`config.mk`:
```
export PLATFORM = sky130hd
export DESIGN_NAME = pipe_reg_chain
export DESIGN_NICKNAME = d
export VERILOG_FILES = /design/src/rtl/fpu_pipe_pkg.sv /design/src/rtl/pipe_stage.sv /design/src/rtl/pipe_reg_chain.sv
export SDC_FILE = /design/constraint.sdc
export NUM_CORES = 1
export LEC_CHECK = 0
export ABC_CLOCK_PERIOD_IN_PS = 2100
export CAP_MARGIN = 10
export CORE_ASPECT_RATIO = 1.4
export CORE_MARGIN = 2
export CORE_UTILIZATION = 48
export DETAILED_ROUTE_END_ITERATION = 10
export PLACE_DENSITY = 0.8
export SYNTH_ARGS = -nofsm -noshare
export SYNTH_HDL_FRONTEND = slang
export SYNTH_SLANG_ARGS = --single-unit
```
`constraint.sdc`:
```
create_clock -name clk -period 2.1 [get_ports clk]
set_input_delay 0.21 -clock clk [delete_from_list [all_inputs] [get_ports clk]]
set_output_delay 0.21 -clock clk [all_outputs]
set_load 0.05 [all_outputs]
```
`src/rtl/fpu_pipe_pkg.sv`:
```
// Shared definitions for the FPU pipeline register chain.
// Provides the default datapath width and a width helper.
package fpu_pipe_pkg;

    localparam int DEF_WIDTH = 32;

    function automatic int clog2_safe(input int n);
        return (n <= 1) ? 1 : $clog2(n);
    endfunction

endpackage

```
`src/rtl/pipe_stage.sv`:
```
// One elastic pipeline stage: data register plus valid bit.
// Readiness is passed through combinationally from downstream.
module pipe_stage
    import fpu_pipe_pkg::*;
#(
    parameter int               WIDTH     = DEF_WIDTH,
    parameter logic [WIDTH-1:0] RESET_VAL = '0
) (
    input  logic             clk,
    input  logic             rst,
    input  logic             flush,
    input  logic             up_valid,
    input  logic [WIDTH-1:0] up_data,
    input  logic             down_ready,
    output logic             valid,
    output logic [WIDTH-1:0] data,
    output logic             ready
);

    logic             valid_q;
    logic             valid_d;
    logic [WIDTH-1:0] data_q;
    logic [WIDTH-1:0] data_d;
    logic             load;

    assign ready = !valid_q || down_ready;
    assign load  = up_valid && ready;

    // Flush wins over a load and leaves the data register untouched.
    always_comb begin
        valid_d = valid_q;
        data_d  = data_q;
        if (flush) begin
            valid_d = 1'b0;
        end else if (load) begin
            valid_d = 1'b1;
            data_d  = up_data;
        end else if (down_ready) begin
            valid_d = 1'b0;
        end
    end

    always_ff @(posedge clk or posedge rst) begin
        if (rst) begin
            valid_q <= 1'b0;
            data_q  <= RESET_VAL;
        end else begin
            valid_q <= valid_d;
            data_q  <= data_d;
        end
    end

    assign valid = valid_q;
    assign data  = data_q;

endmodule

```
`src/rtl/pipe_reg_chain.sv`:
```
// Chain of STAGES elastic pipeline registers with flush and
// a registered occupancy count.
module pipe_reg_chain
    import fpu_pipe_pkg::*;
#(
    parameter int               WIDTH     = DEF_WIDTH,
    parameter int               STAGES    = 2,
    parameter logic [WIDTH-1:0] RESET_VAL = '0
) (
    input  logic                                clk,
    input  logic                                rst,
    input  logic                                flush,
    input  logic                                in_valid,
    output logic                                in_ready,
    input  logic [WIDTH-1:0]                    in_data,
    output logic                                out_valid,
    input  logic                                out_ready,
    output logic [WIDTH-1:0]                    out_data,
    output logic [clog2_safe(STAGES+1)-1:0]     count
);

    localparam int CW = clog2_safe(STAGES + 1);

    logic          push;
    logic          pop;
    logic [CW-1:0] count_q;
    logic [CW-1:0] count_d;

    for (genvar i = 0; i < STAGES; i++) begin : g_stage
        logic             up_v;
        logic [WIDTH-1:0] up_d;
        logic             dn_r;
        logic             vld;
        logic [WIDTH-1:0] dat;
        logic             rdy;

        if (i == 0) begin : g_head
            assign up_v = push;
            assign up_d = in_data;
        end else begin : g_link
            assign up_v = g_stage[i-1].vld;
            assign up_d = g_stage[i-1].dat;
        end

        if (i == STAGES - 1) begin : g_tail
            assign dn_r = out_ready;
        end else begin : g_mid
            assign dn_r = g_stage[i+1].rdy;
        end

        pipe_stage #(
            .WIDTH     (WIDTH),
            .RESET_VAL (RESET_VAL)
        ) u_stage (
            .clk        (clk),
            .rst        (rst),
            .flush      (flush),
            .up_valid   (up_v),
            .up_data    (up_d),
            .down_ready (dn_r),
            .valid      (vld),
            .data       (dat),
            .ready      (rdy)
        );
    end

    // Neither handshake may complete during reset or a flush cycle.
    assign in_ready  = g_stage[0].rdy && !flush && !rst;
    assign out_valid = g_stage[STAGES-1].vld && !flush;
    assign out_data  = g_stage[STAGES-1].dat;

    assign push = in_valid && in_ready;
    assign pop  = out_valid && out_ready;

    always_comb begin
        count_d = count_q;
        if (flush) begin
            count_d = '0;
        end else if (push && !pop) begin
            count_d = count_q + CW'(1);
        end else if (pop && !push) begin
            count_d = count_q - CW'(1);
        end
    end

    always_ff @(posedge clk or posedge rst) begin
        if (rst) begin
            count_q <= '0;
        end else begin
            count_q <= count_d;
        end
    end

    assign count = count_q;

endmodule
```
== Yosys cells after proc, flatten, opt, wreduce, memory -nomap -nowiden ==
Cells that the tools add are included.
Word-level totals
  input bits: 37
  register bits: 68
  output and inout bits: 36
  word-level logic and storage cells: 39
Cells by class
  mux-type cells: 9
  add/sub/neg operators: 2
  reductions and logical operators: 22
  bitwise logic cells: 1
Operator list (count)
  1-bit logical AND: 9
  3-bit nonzero test: 3
  1-bit logical NOT: 6
  1-bit 2-to-1 mux: 6
  2-bit 2-to-1 mux: 3
  2-bit AND reduction: 2
  2-bit by 1-bit adder with 2-bit output (second input constant): 1
  1-bit logical OR: 2
  2-bit by 1-bit subtractor with 2-bit output (second input constant): 1
  1-bit NOT: 1

== Logic depth before layout (Yosys ltp) ==
Gate-level depths: netlist (run 1).
  depth in word-level cells: 11
  mapped depth: 5
  depth with buffers taken out: 4

== Cells and area by module ==
A second synthesis (run 1) with hierarchy kept.
Second synthesis, totals
  cells, all modules: 163
  area total of the unflattened synthesis: 2701.3 um2
Modules (own cells, without submodules)
  pipe_stage: instances 2, seq. area each 825.8 um2, cells each 74, area an instance 1267.5 um2
  pipe_reg_chain: instances 1, seq. area each 50.0 um2, cells each 15, area an instance 166.4 um2

== Worst setup path before layout (run 1) ==
OpenSTA, ideal clock, no wires.
  path type: register to output
  start: register g_stage[1].u_stage.valid_q
  end: output out_valid
  path buffers: 0
  data arrival time: 1153 ps
  cell stages (with the launch flop): 2
  setup slack: 737 ps
  required time: 1890 ps
  cell sequence: dfrtp_1 > nor2b_1
On the way
  word-level cells in the longest chain between the ends: 1
RTL lines
  from (decl): RTL line pipe_stage.sv:20  | logic valid_q;
  from (signal assigned): RTL line pipe_stage.sv:48  | valid_q <= valid_d;
  1-bit logical AND: RTL line pipe_reg_chain.sv:69  | assign out_valid = g_stage[STAGES-1].vld && !flush;
  to (decl): RTL line pipe_reg_chain.sv:16  | output logic out_valid,
Every way passes these cells.

== Final worst setup path (run 1) ==
  start: register count_q[0], in the netlist count[0]
  end: output count[0]
RTL lines
  from (decl): RTL line pipe_reg_chain.sv:26  | logic [CW-1:0] count_q;
  from (signal assigned): RTL line pipe_reg_chain.sv:90  | count_q <= count_d;
  to (decl): RTL line pipe_reg_chain.sv:19  | output logic [clog2_safe(STAGES+1)-1:0] count
No word-level cell between the ends.

==> summary.txt, run 1 <==
Worst setup path
  • WP buf/inv: 1
  • Slowest-stage cell, CP: clkdlybuf4s50_1
  • Critical path startpoint category: register
  • Family with the most delay on the worst path: buffers and inverters
  • R2R Path End: count[0]$_DFFE_PP0P_
  • Setup CP Type: reg -> out
  • Largest stage delay, worst path: 840 ps
  • Crit. End Element: output pin
  • Worst R2R Setup Slack: 650 ps
  • CP Data Required Time: 1890 ps
  • CP Cell Sequence: clkdlybuf4s50_1
  • Reg2reg path depth: 5
  • Critical path arrival: 1610 ps
  • Worst reg2reg startpoint: g_stage[1].u_stage.valid$_DFFE_PP0P_
  • Max FO, Critical Path: 7

Yosys
  • Most used flip-flop cell after synthesis: dfrtp_1
  • Post-synthesis cell count: 167
  • Seq/Total Area, Yosys: 0.6123
  • Synth Net Count: 204
  • Synth warn: 0
  • Syn_area_per_cell: 16.64 um2
  • Post-synth design cell area: 2779 um2
  • #FFs+latches synth: 68
  • Synth cell types: 24
  • Async S/R FF share, synth: 1.000
  • Post-synth EDFFs: 0

STA
  • Setup_tns: 0 ps
  • Period Utilization, post-route: 0.8646
  • FMAX: 0.5508 GHz
  • Worst Tran Pin Value: 540.8 ps
  • Setup violations, final: 0
  • RSZ-0062 raised after global routing: no
  • Slew Limit Headroom: 0.6383
  • Final Hold Viols: 0
  • Worst Skew: 6.736 ps
  • Min Tclk post-route: 1816 ps
  • Pins Over Slew Limit: 0

Cells and area
  • # diodes: 0
  • Area delta synth->final: 37.01%
  • Fin nets: 286
  • Final non-filler cell total: 321
  • Layout fillers: 428
  • Most common cell after layout, fill and taps aside: clkdlybuf4s50_1
  • Most frequent cells in the layout: clkdlybuf4s50_1 (70), dfrtp_1 (68), mux2_1 (30)
  • Share of post-route cells with drive strength above 1: 0.2332
  • Final instance area: 3807 um2

Drt
  • DR DRC count: 0
  • Post-route ant nets: 0
  • Via count: 1,616
  • Initial DRC count: 71
  • DR WL/cell: 16.01 um
  • Final WL: 5.138 mm
  • Vias/cell: 5.034
  • 1st-pass router iterations: 4

Floorplan
  • Initial cell density of the core: 0.4993
  • IO Pins: 73
  • Total core area: 5565 um2
  • Chip Width: 68.31 um
  • DIE HEIGHT: 94.03 um
  • Die area: 6423 um2
  • Row cnt: 32

Placed design
  • Final RePlAce weighted congestion: 0.7634
  • Placed Cells: 306
  • IO buf count: 72
  • Post-place instance area: 3623 um2
  • Detailed placer's ending HPWL: 3.693 mm

Flow run
  • Max-cap violations: 0

Global routing
  • First-pass GRT wire length: 8.638 mm
  • Grt ovf: 0
  • Pin count of the biggest net entering global routing: 34
  • Vias in the first global route: 1,853
  • Initial antenna violation count: 0
  • GRT Total Usage: 0.1850

Clock tree
  • Clk sinks: 68
  • Worst-Skew Late Latency: 320 ps
  • Worst-path clk slew: 60 ps
  • CTS tree: done
  • Cts repair resizes: 0
  • Post-CTS setup buffers: 0
  • CTS buffer count: 9
  • CTS Root Cell: clkbuf_8
  • CTS hold repair buffers: 0
  • H-tree Lvls: 3
  • Max Root-Sink Buffers: 2

Power and ir drop
  • Total design power: 4631 uW
  • Max VDD drop: 0.6485 mV
  • Leakage: 0.001745 uW
  • Pwr dens: 1216 nW/um2

Run status
  • Outcome: finished, final reports clean

Worst hold path
  • HP Class: in -> async
-- cells by family (layout without fill, tap and decap cells) --
| family | Yosys count | in the layout | share of synthesized area |
|---|---|---|---|
| DFF | 68 | 68 | 0.6123 |
| muxes | 65 | 65 | 0.3026 |
| and+or+nand+nor | 17 | 17 | 0.04413 |
| buffers and inverters | 9 | 95 | 0.02431 |
| AOI/OAI and AO/OA | 8 | 8 | 0.01666 |
-- area by class of cell --
type,instances,area [um2],area share
Sequential cell,68,1702,0.4469
Inverter,3,11.26,0.002958
Clock inverter,2,35.03,0.009201
Timing Repair Buffer,77,815.8,0.2143
Multi-Input combinational cell,90,1010,0.2652
Clock buffer,13,148.9,0.03911
Tap cell,68,85.08,0.02235
-- per-stage QoR --
stage,hold slack (ps),worst slack [ps],util
after floorplan,273.1,178.5,-
after global placement,465.7,315.4,0.6511
after detailed placement,471.7,248.7,0.6511
after CTS,259.6,256.0,0.6841
after global routing,293.2,208.3,0.6841
final,270.7,284.3,0.6841
-- sequential cells by signal (all words and copies together), names as in the netlist --
signal,count
count,2
g_stage.u_stage.valid,2
g_stage.u_stage.data,64
-- per-layer routing --
| metal | share of wire | wire (um) | GRT usage |
|---|---|---|---|
| met1 | 0.40 | 2078 | 0.2177 |
| met4 | 0.019 | 97 | 0.09000 |
| met2 | 0.53 | 2719 | 0.3058 |
| met3 | 0.047 | 242 | 0.04796 |
| met5 | 0 | 0 | 0 |
-- worst max path at each step --
| stage | from | slack [ps] | endpoint | depth (start not counted) |
|---|---|---|---|---|
| final | count[0]$_DFFE_PP0P_ | 280 | count[0] | 1 |
| after global routing | count[0]$_DFFE_PP0P_ | 210 | count[0] | 1 |
| after CTS | count[0]$_DFFE_PP0P_ | 260 | count[0] | 1 |
| after detailed placement | flush | 250 | count[0]$_DFFE_PP0P_ | 6 |
| after global placement | flush | 320 | count[0]$_DFFE_PP0P_ | 6 |
| after floorplan | rst | 180 | count[0]$_DFFE_PP0P_ | 1 |
-- Yosys cell counts (2+ instances only) --
| master | instances | share of area |
|---|---|---|
| dfrtp_1 | 68 | 0.61 |
| buf_6 | 3 | 0.012 |
| mux2_4 | 29 | 0.16 |
| mux2_1 | 30 | 0.12 |
| a21oi_1 | 4 | 0.0072 |
| buf_4 | 3 | 0.0081 |
| nand3_1 | 3 | 0.0054 |
| inv_1 | 3 | 0.0041 |
| mux2_2 | 6 | 0.024 |
| nor2b_1 | 3 | 0.0068 |
| nand3b_2 | 2 | 0.0081 |
-- report_power, final --
group | internal [uW] | total [uW] | leakage (uW) | switching [uW]
clock | 574 | 992 | 0.0000935 | 418
sequential | 1660 | 1840 | 0.000823 | 179
combinational | 729 | 1800 | 0.000829 | 1070
Note: power is estimated with default switching activity, not from simulation.
==> run 2, diff against run 1 <==
--- a/config.mk
+++ b/config.mk
@@ -7,7 +7,7 @@
 export LEC_CHECK = 0
 export ABC_CLOCK_PERIOD_IN_PS = 2100
 export CAP_MARGIN = 10
-export CORE_ASPECT_RATIO = 1.4
+export CORE_ASPECT_RATIO = 0.6
 export CORE_MARGIN = 2
 export CORE_UTILIZATION = 48
 export DETAILED_ROUTE_END_ITERATION = 10
==> summary.txt, run 2 (synthesized netlist as in run 1, its figures left out) <==
Clock tree
  • Worst-path clk slew: 70 ps
  • CTS tree: done
  • H-tree Lvls: 3
  • Cts repair resizes: 0
  • Worst-Skew Late Latency: 330 ps
  • CTS hold repair buffers: 0
  • Max Root-Sink Buffers: 2
  • CTS Root Cell: clkbuf_8
  • CTS buffer count: 9
  • Clk sinks: 68
  • Post-CTS setup buffers: 0

Flow run
  • Max-cap violations: 0

Global routing
  • Most used routing layer: met1
  • Grt ovf: 0
  • Met1 Resource Use GR: 0.2656
  • Met2 Resource Use GR: 0.2541
  • Met3 GRT Util: 0.06040
  • Initial antenna violation count: 0
  • Pin count of the biggest net entering global routing: 69
  • Vias in the first global route: 1,753
  • GRT Total Usage: 0.1806
  • First-pass GRT wire length: 8.645 mm

Worst setup path
  • WP buf/inv: 1
  • Family with the most delay on the worst path: buffers and inverters
  • Critical path startpoint category: register
  • Largest stage delay, worst path: 850 ps
  • Max FO, Critical Path: 7
  • Slowest-stage cell, CP: clkdlybuf4s50_1
  • Critical path arrival: 1640 ps
  • Setup CP Type: reg -> out
  • Crit. End Element: output pin
  • CP Cell Sequence: clkdlybuf4s50_1
  • CP Data Required Time: 1890 ps

STA
  • Min Tclk post-route: 1854 ps
  • Hold WS: 314.6 ps
  • Worst Tran Pin Value: 514.4 ps
  • Final Hold Viols: 0
  • RSZ-0062 raised after global routing: no
  • Period Utilization, post-route: 0.8829
  • Worst Skew: 8.830 ps
  • Setup_tns: 0 ps
  • Slew Limit Headroom: 0.6560
  • FMAX: 0.5394 GHz
  • Pins Over Slew Limit: 0
  • Setup violations, final: 0

Floorplan
  • DIE HEIGHT: 62.94 um
  • Initial cell density of the core: 0.4989
  • Total core area: 5570 um2
  • Die area: 6434 um2
  • Row cnt: 21
  • Chip Width: 102.2 um
  • IO Pins: 73

Drt
  • Via count: 1,634
  • Final WL: 5.200 mm
  • 1st-pass router iterations: 6
  • DR DRC count: 0
  • Post-route ant nets: 0
  • Vias/cell: 4.878
  • DR WL/cell: 15.52 um
  • Initial DRC count: 63

Worst hold path
  • HP Class: in -> async

Cells and area
  • Fin nets: 287
  • Share of post-route cells with drive strength above 1: 0.2471
  • # diodes: 0
  • Max FFs per register: 64
  • Area delta synth->final: 39.85%
  • Most common cell after layout, fill and taps aside: clkdlybuf4s50_1
  • Most frequent cells in the layout: clkdlybuf4s50_1 (70), dfrtp_1 (68), mux2_1 (30)

Placed design
  • Detailed placer's ending HPWL: 3.581 mm
  • IO buf count: 72
  • Final RePlAce weighted congestion: 0.8185

Power and ir drop
  • Leakage: 0.001776 uW
  • Pwr dens: 1265 nW/um2
  • Max VDD drop: 0.6854 mV

Run status
  • Outcome: finished, final reports clean
## run 2: changes by cell type in the layout (fill, tap and decap cells not counted), sizes merged
cell and delta:
bufinv +2, clkinv +2, clkbuf -3, buf +1
## run 2: routing by layer
metal	wire, um	part of all wire
met5	0	0
met4	53	0.010
met3	283	0.054
met2	2236	0.43
met1	2628	0.51
## run 2: path summary, 6_finish.rpt
path                                                   startpoint                                      end  slack, ps  depth (start not counted)
hold / removal                                                rst  g_stage[0].u_stage.data[26]$_DFFE_PP0P_        310                          3
setup / recovery                             count[0]$_DFFE_PP0P_                                 count[0]        250                          1
setup reg to reg             g_stage[1].u_stage.valid$_DFFE_PP0P_                     count[0]$_DFFE_PP0P_        610                          5
max in group asynchronous                                     rst   g_stage[1].u_stage.data[1]$_DFFE_PP0P_       1480                          3
hold reg to reg            g_stage[0].u_stage.data[9]$_DFFE_PP0P_   g_stage[1].u_stage.data[9]$_DFFE_PP0P_        490                          1
min in group clk                                       in_data[8]   g_stage[0].u_stage.data[8]$_DFFE_PP0P_        480                          2
## run 2: where the power goes
group | total (uW) | switching (uW) | internal (uW)
clock network | 1270 | 482 | 791
registers | 1850 | 196 | 1660
logic | 1790 | 1060 | 729
## run 2: worst min-delay path, delay by kind of cell
family,cells,cell delay (ps)
buffers and inverters,3,840
## run 2: cell type report
type	count	area, um2
clock buffers	10	127.6
inverters	3	11.26
repair buffers	78	823.3
flip-flops and latches	68	1702
well taps	80	100.1
fillers	388	1684
clock inverters	6	112.6
multi-input cells	90	1010
## run 2: stage by stage
stage	instance area [um2]	power [uW]	worst slack, ps	instances	util
after floorplan	2779	3015	178.5	167	-
after global placement	3646	3641	322.1	319	0.6545
after detailed placement	3646	3673	218.7	319	0.6545
after CTS	3886	4965	250.7	335	0.6977
after global routing	3886	5134	166.9	335	0.6977
final	3886	4915	245.9	335	0.6977
